## src/rtl/fetch_sequencer_if.sv

```systemverilog
// Instruction-memory fetch bus between the fetch sequencer and instruction memory.
//   imem_req    : fetch request, valid together with imem_addr
//   imem_addr   : word-aligned fetch address
//   imem_rvalid : instruction data valid (never asserted in the request cycle)
//   imem_rdata  : returned instruction word
// master = fetch sequencer side, slave = memory side.
interface fetch_sequencer_if;
  logic        imem_req;
  logic [31:0] imem_addr;
  logic        imem_rvalid;
  logic [31:0] imem_rdata;

  modport master (
    output imem_req,
    output imem_addr,
    input  imem_rvalid,
    input  imem_rdata
  );

  modport slave (
    input  imem_req,
    input  imem_addr,
    output imem_rvalid,
    output imem_rdata
  );
endinterface

```

## src/rtl/fetch_sequencer.sv

```systemverilog
// Instruction-fetch and PC-sequencing stage in front of the single-cycle MIPS
// controller/datapath. Holds the PC, fetches one instruction at a time over the
// imem bus, presents it to decode with a one-cycle exec_en strobe and, at the
// end of that execute cycle, advances the PC using the controller's pcsel.
// Ports:
//   clk, reset     : clock, synchronous active-high reset
//   run            : 1 = allow new fetches, 0 = idle in FETCH with no request
//   pcsel          : 00 pc+4, 01 branch, 10 jump, 11 jr (sampled in EXEC only)
//   imm/jaddr      : branch offset (words) / jump target field
//   jr_target      : register value for JR
//   imem           : fetch bus (master side)
//   instr, exec_en : latched instruction and one-cycle execute strobe
//   pc, pc_plus4   : current PC and its link value
//   fetch_err      : sticky, a fetch timed out
//   align_err      : sticky, a JR target was not word aligned
module fetch_sequencer #(
  parameter logic [31:0] RESET_PC = 32'h0040_0000,
  parameter int          TIMEOUT  = 16
) (
  input  logic                      clk,
  input  logic                      reset,
  input  logic                      run,
  input  logic [1:0]                pcsel,
  input  logic [15:0]               imm,
  input  logic [25:0]               jaddr,
  input  logic [31:0]               jr_target,
  fetch_sequencer_if.master         imem,
  output logic [31:0]               instr,
  output logic                      exec_en,
  output logic [31:0]               pc,
  output logic [31:0]               pc_plus4,
  output logic                      fetch_err,
  output logic                      align_err
);

  // Counter only needs to reach TIMEOUT-1; keep at least one bit for TIMEOUT=1.
  localparam int            CW       = (TIMEOUT > 1) ? $clog2(TIMEOUT) : 1;
  localparam logic [CW-1:0] CNT_LAST = CW'(TIMEOUT - 1);

  typedef enum logic [1:0] {
    S_FETCH = 2'd0,
    S_WAIT  = 2'd1,
    S_EXEC  = 2'd2
  } state_t;

  state_t        state_reg;
  logic [31:0]   pc_reg;
  logic [31:0]   instr_reg;
  logic [CW-1:0] cnt_reg;
  logic          fetch_err_reg;
  logic          align_err_reg;
  logic [31:0]   pc_next;

  assign pc_plus4 = pc_reg + 32'd4;

  // Next-PC selection; only consumed at the end of EXEC.
  always_comb begin
    pc_next = pc_plus4;
    case (pcsel)
      2'b00:   pc_next = pc_plus4;
      2'b01:   pc_next = pc_plus4 + {{14{imm[15]}}, imm, 2'b00};
      2'b10:   pc_next = {pc_plus4[31:28], jaddr, 2'b00};
      default: pc_next = {jr_target[31:2], 2'b00};
    endcase
  end

  always_ff @(posedge clk) begin
    if (reset) begin
      state_reg     <= S_FETCH;
      pc_reg        <= RESET_PC;
      instr_reg     <= 32'h0;
      cnt_reg       <= '0;
      fetch_err_reg <= 1'b0;
      align_err_reg <= 1'b0;
    end else begin
      case (state_reg)
        S_FETCH: begin
          // Request is presented combinationally this cycle when run=1.
          if (run) begin
            state_reg <= S_WAIT;
            cnt_reg   <= '0;
          end
        end
        S_WAIT: begin
          // A response in the last allowed cycle still wins over the timeout.
          if (imem.imem_rvalid) begin
            instr_reg <= imem.imem_rdata;
            state_reg <= S_EXEC;
          end else if (cnt_reg == CNT_LAST) begin
            fetch_err_reg <= 1'b1;
            state_reg     <= S_FETCH;   // retry the same pc
          end else begin
            cnt_reg <= cnt_reg + 1'b1;
          end
        end
        S_EXEC: begin
          pc_reg <= pc_next;
          if (pcsel == 2'b11 && jr_target[1:0] != 2'b00)
            align_err_reg <= 1'b1;
          state_reg <= S_FETCH;
        end
        default: state_reg <= S_FETCH;
      endcase
    end
  end

  assign imem.imem_req  = (state_reg == S_FETCH) && run;
  assign imem.imem_addr = pc_reg;
  assign exec_en        = (state_reg == S_EXEC);
  assign pc             = pc_reg;
  assign instr          = instr_reg;
  assign fetch_err      = fetch_err_reg;
  assign align_err      = align_err_reg;

endmodule

```

## src/flat_wrapper.sv

```systemverilog
// flat-port wrapper written by rule: the top's interface ports become plain ports
module fetch_sequencer_flat 
#(
  parameter logic [31:0] RESET_PC = 32'h0040_0000,
  parameter int          TIMEOUT  = 16
)
  (clk, reset, run, pcsel, imm, jaddr, jr_target, instr, exec_en, pc, pc_plus4, fetch_err, align_err, imem_imem_req, imem_imem_addr, imem_imem_rvalid, imem_imem_rdata);
  fetch_sequencer_if imem_i ();
  input  logic clk;
  input  logic reset;
  input  logic run;
  input  logic [1:0] pcsel;
  input  logic [15:0] imm;
  input  logic [25:0] jaddr;
  input  logic [31:0] jr_target;
  output logic [31:0] instr;
  output logic exec_en;
  output logic [31:0] pc;
  output logic [31:0] pc_plus4;
  output logic fetch_err;
  output logic align_err;
  output wire logic [$bits(imem_i.imem_req)-1:0] imem_imem_req;
  output wire logic [$bits(imem_i.imem_addr)-1:0] imem_imem_addr;
  input wire logic [$bits(imem_i.imem_rvalid)-1:0] imem_imem_rvalid;
  input wire logic [$bits(imem_i.imem_rdata)-1:0] imem_imem_rdata;
  assign imem_imem_req = imem_i.imem_req;
  assign imem_imem_addr = imem_i.imem_addr;
  assign imem_i.imem_rvalid = imem_imem_rvalid;
  assign imem_i.imem_rdata = imem_imem_rdata;
  fetch_sequencer #(.RESET_PC(RESET_PC), .TIMEOUT(TIMEOUT)) u_core (.clk(clk), .reset(reset), .run(run), .pcsel(pcsel), .imm(imm), .jaddr(jaddr), .jr_target(jr_target), .imem(imem_i), .instr(instr), .exec_en(exec_en), .pc(pc), .pc_plus4(pc_plus4), .fetch_err(fetch_err), .align_err(align_err));
endmodule
```

## config.mk

```make
export PLATFORM = sky130hd
export DESIGN_NAME = fetch_sequencer_flat
export DESIGN_NICKNAME = d
export VERILOG_FILES = /design/src/rtl/fetch_sequencer_if.sv /design/src/rtl/fetch_sequencer.sv /design/src/flat_wrapper.sv
export SDC_FILE = /design/constraint.sdc
export NUM_CORES = 1
export LEC_CHECK = 0
export ABC_AREA = 1
export BUFFER_PORTS_ARGS = -buffer_cell sky130_fd_sc_hd__buf_4
export CAP_MARGIN = 0
export CORE_ASPECT_RATIO = 1.2
export CORE_MARGIN = 2
export CORE_UTILIZATION = 30
export DETAILED_ROUTE_END_ITERATION = 8
export REMOVE_ABC_BUFFERS = 1
export SYNTH_ARGS = -nofsm -noshare
export SYNTH_HDL_FRONTEND = slang
export SYNTH_SLANG_ARGS = --single-unit
```

## constraint.sdc

```tcl
create_clock -name clk -period 5.08 [get_ports clk]
set_clock_uncertainty 0.1 [all_clocks]
set_input_delay 0.254 -clock clk [delete_from_list [all_inputs] [get_ports clk]]
set_output_delay 0.254 -clock clk [all_outputs]
set_load 0.01 [all_outputs]
```

==> metrics <==
area leader, netlist nand2_1; Initial DRC Count 562; register bit total from synthesis 70; nets@finish 1,524; min cycle time layout 3.76 ns; Pre-Repair DR Iteration Count 5; IO Count 244; Hold Vio Cnt, Final 0; synthesized area per cell 5.71 µm²; status completed; count leader, synth nand2_1; port buffer count 237; worst skew pair latency 0.33 ns; Ys Warns 0; # resized after CTS 0; Buf+Inv Stages, Crit Path 2; clock buffer depth 2; TritonCTS buffer count 9; crit-path max cell delay 0.58 ns; Setup Crit Path Kind reg -> reg; Yosys top cell area share 21.3%; Largest register FFs 32; Unique masters post-synth 44; R2R depth 17; Syn Std Cell Area 6770 µm²; Worst Setup EP u_core.imem.imem_addr[22]; area of the die 23,800 µm²; Post-synth top cells 385 x nand2_1, 152 x inv_1, 111 x nor2_1, 109 x nand3_1, 86 x a21oi_1; Worst Setup Start Kind flop; diodes inserted 0; slack of the worst reg-to-reg path 1.32 ns; Starting Density 30.4%; synth top area cells nand2_1 21%, dfxtp_1 21%, inv_1 8.4%, nand3_1 8.1%, ha_1 6.6%; HPWL after DPL 22.7 mm; Die H 169 µm; share of cells above drive strength 1 22.0%; Setup Viol. Count Final 0; DR vias 8,081; final setup margin 1.32 ns; largest net degree at the start of global routing 64; ys async rst share 0%; fmax 266 MHz; H-Tree Depth 3; Final Max Tran Viols 0; Worst R2R End u_core.imem.imem_addr[22]; Worst EP required 5.20 ns; worst reg2reg path startpoint u_core.imem.imem_addr[2]; Die Wd 141 µm; total track usage 22.7%; antenna violations before repair 0; CTS root buf clkbuf_16; PwrDens 188 nW/µm²; Clock Sinks 70; Post-CTS Setup Inserts 0; number of global-route vias before repair 7,845; CP Capture Type flop; DP Worst Slack 1.40 ns; Slew @ Worst Pin 1.12 ns; clock-pin slew on the worst setup and hold paths 0.06 ns; TNS Setup 0 ns; Worst path depth 17; TritonCTS clock tree yes; Crit. Startpoint u_core.imem.imem_addr[2]; first-pass GRT wire length 42.3 mm; Area Overhead vs Synth 31.2%; VDD IR max 0.000156 V; Total Wirelength 27.4 mm; sequential element share of the synthesized area 20.7%; critical-path cell list ha_1, inv_1, nor3_4, xor2_1, ha_1, nand2_1, inv_1, a21oi_1, nand2_1, nand2_1, nand3_1, nand2_1, nand3b_1, nand3_1, nand2_1, nand2_1, nand2_1; cts hold-fix bufs 0; final worst path period share 74.1%; area of the core 22,300 µm²; crit path DAT 3.88 ns; Pleak 0.00448 µW; top_reg_cell synth dfxtp_1; gr ovfl total 0; Slew HR 25.2%; WL/cell 16.5 µm; DR vias/cell 4.87; RSZ-0062 raised after global routing no; Top delay family on crit path simple AND/OR/NAND/NOR gates; remaining antenna violation count 0; Syn Inst Count 1,186; critical-path maximum fanout 10; FP Rows 60; cell mode on critical path nand2_1; cell with the largest stage delay on the worst path dfxtp_1; Hold Slack 0.0966 ns; EDFF count, synth 0; max-cap violations 0; Hold Crit Class in -> reg; DR DRC count 0; placer congestion estimate 1.02
per-layer routing:
metal,wire [µm],GRT usage (%),vias to the layer above
met5,0,0,-
met4,457,5.91,0
met3,1750,3.93,29
met2,13700,41.3,292
met1,11500,27.4,3655
li1,-,-,4105
cells by family after synthesis:
group                    share of synthesized area (%)
flip-flops                                        20.7
XOR/XNOR                                          2.31
adder cells (fa/ha/maj)                           6.94
AO/OA/AOI/OAI                                     12.0
other                                           0.0554
buffers and inverters                             15.1
AND/OR/NAND/NOR                                   42.9
where the power goes:
group | internal [µW] | leakage [µW] | switching [µW]
Combinational | 159 | 0.00376 | 223
Clock | 447 | 0.000159 | 257
Sequential | 565 | 0.000567 | 17.6
stage by stage:
stage	util [%]	area (µm²)	power [µW]	cells
2_1_floorplan	-	6390	775	1122
3_3_place_gp	38.4	8550	974	1643
3_5_place_dp	38.4	8550	975	1643
4_1_cts	39.9	8890	1680	1659
5_1_grt	39.9	8890	1750	1659
6_report	39.9	8890	1670	1659
worst register-to-register path: stages, from the launching register on:
cell      delay (ns)
dfxtp_1         0.58
ha_1            0.35
inv_1           0.12
nor3_4          0.29
xor2_1          0.42
ha_1            0.37
nand2_1         0.13
inv_1           0.05
a21oi_1         0.20
nand2_1         0.20
nand2_1         0.13
nand3_1         0.18
nand2_1         0.13
nand3b_1        0.08
nand3_1         0.14
nand2_1         0.08
nand2_1         0.06
nand2_1         0.05
how the worst min path moves through the flow:
stage,start,to,cells past startpoint
2_1_floorplan,reset,u_core.imem.imem_addr[17],1
3_3_place_gp,u_core.align_err,u_core.align_err,2
3_5_place_dp,u_core.align_err,u_core.align_err,2
4_1_cts,jr_target[4],u_core.imem.imem_addr[4],3
5_1_grt,imem_imem_rdata[8],u_core.instr[8],3
6_report,jr_target[4],u_core.imem.imem_addr[4],3
placed cells by master, fill, tap and decap left out, types with 2 or more instances in the layout:
cell,n
nand2_1,385
buf_4,242
inv_1,152
nor2_1,111
nand3_1,109
a21oi_1,86
dfxtp_1,70
ha_1,36
o21ai_0,33
nand4_1,16
nor3_1,12
xor2_1,11
o21ai_1,9
inv_2,9
clkbuf_16,9
nor2_2,8
nand2_2,7
or2_2,6
a31oi_1,6
conb_1,6
and2_1,5
xnor2_1,5
nor2_4,5
o21bai_1,4
clkinv_1,4
o211ai_1,4
nand3b_1,3
nor3_2,3
a21oi_2,2
o2111ai_1,2
nand3_2,2
clkinv_4,2
bufinv_16,2
final cells by class:
type / count / area, µm²
Inverter: 165 / 619
Clock buffer: 10 / 239
Fill cell: 2472 / 13400
Multi-Input combinational cell: 887 / 4370
Clock inverter: 6 / 93.8
Sequential cell: 70 / 1400
Timing Repair Buffer: 242 / 1820
Tap cell: 279 / 349
Note: power is estimated with default switching activity, not from simulation.
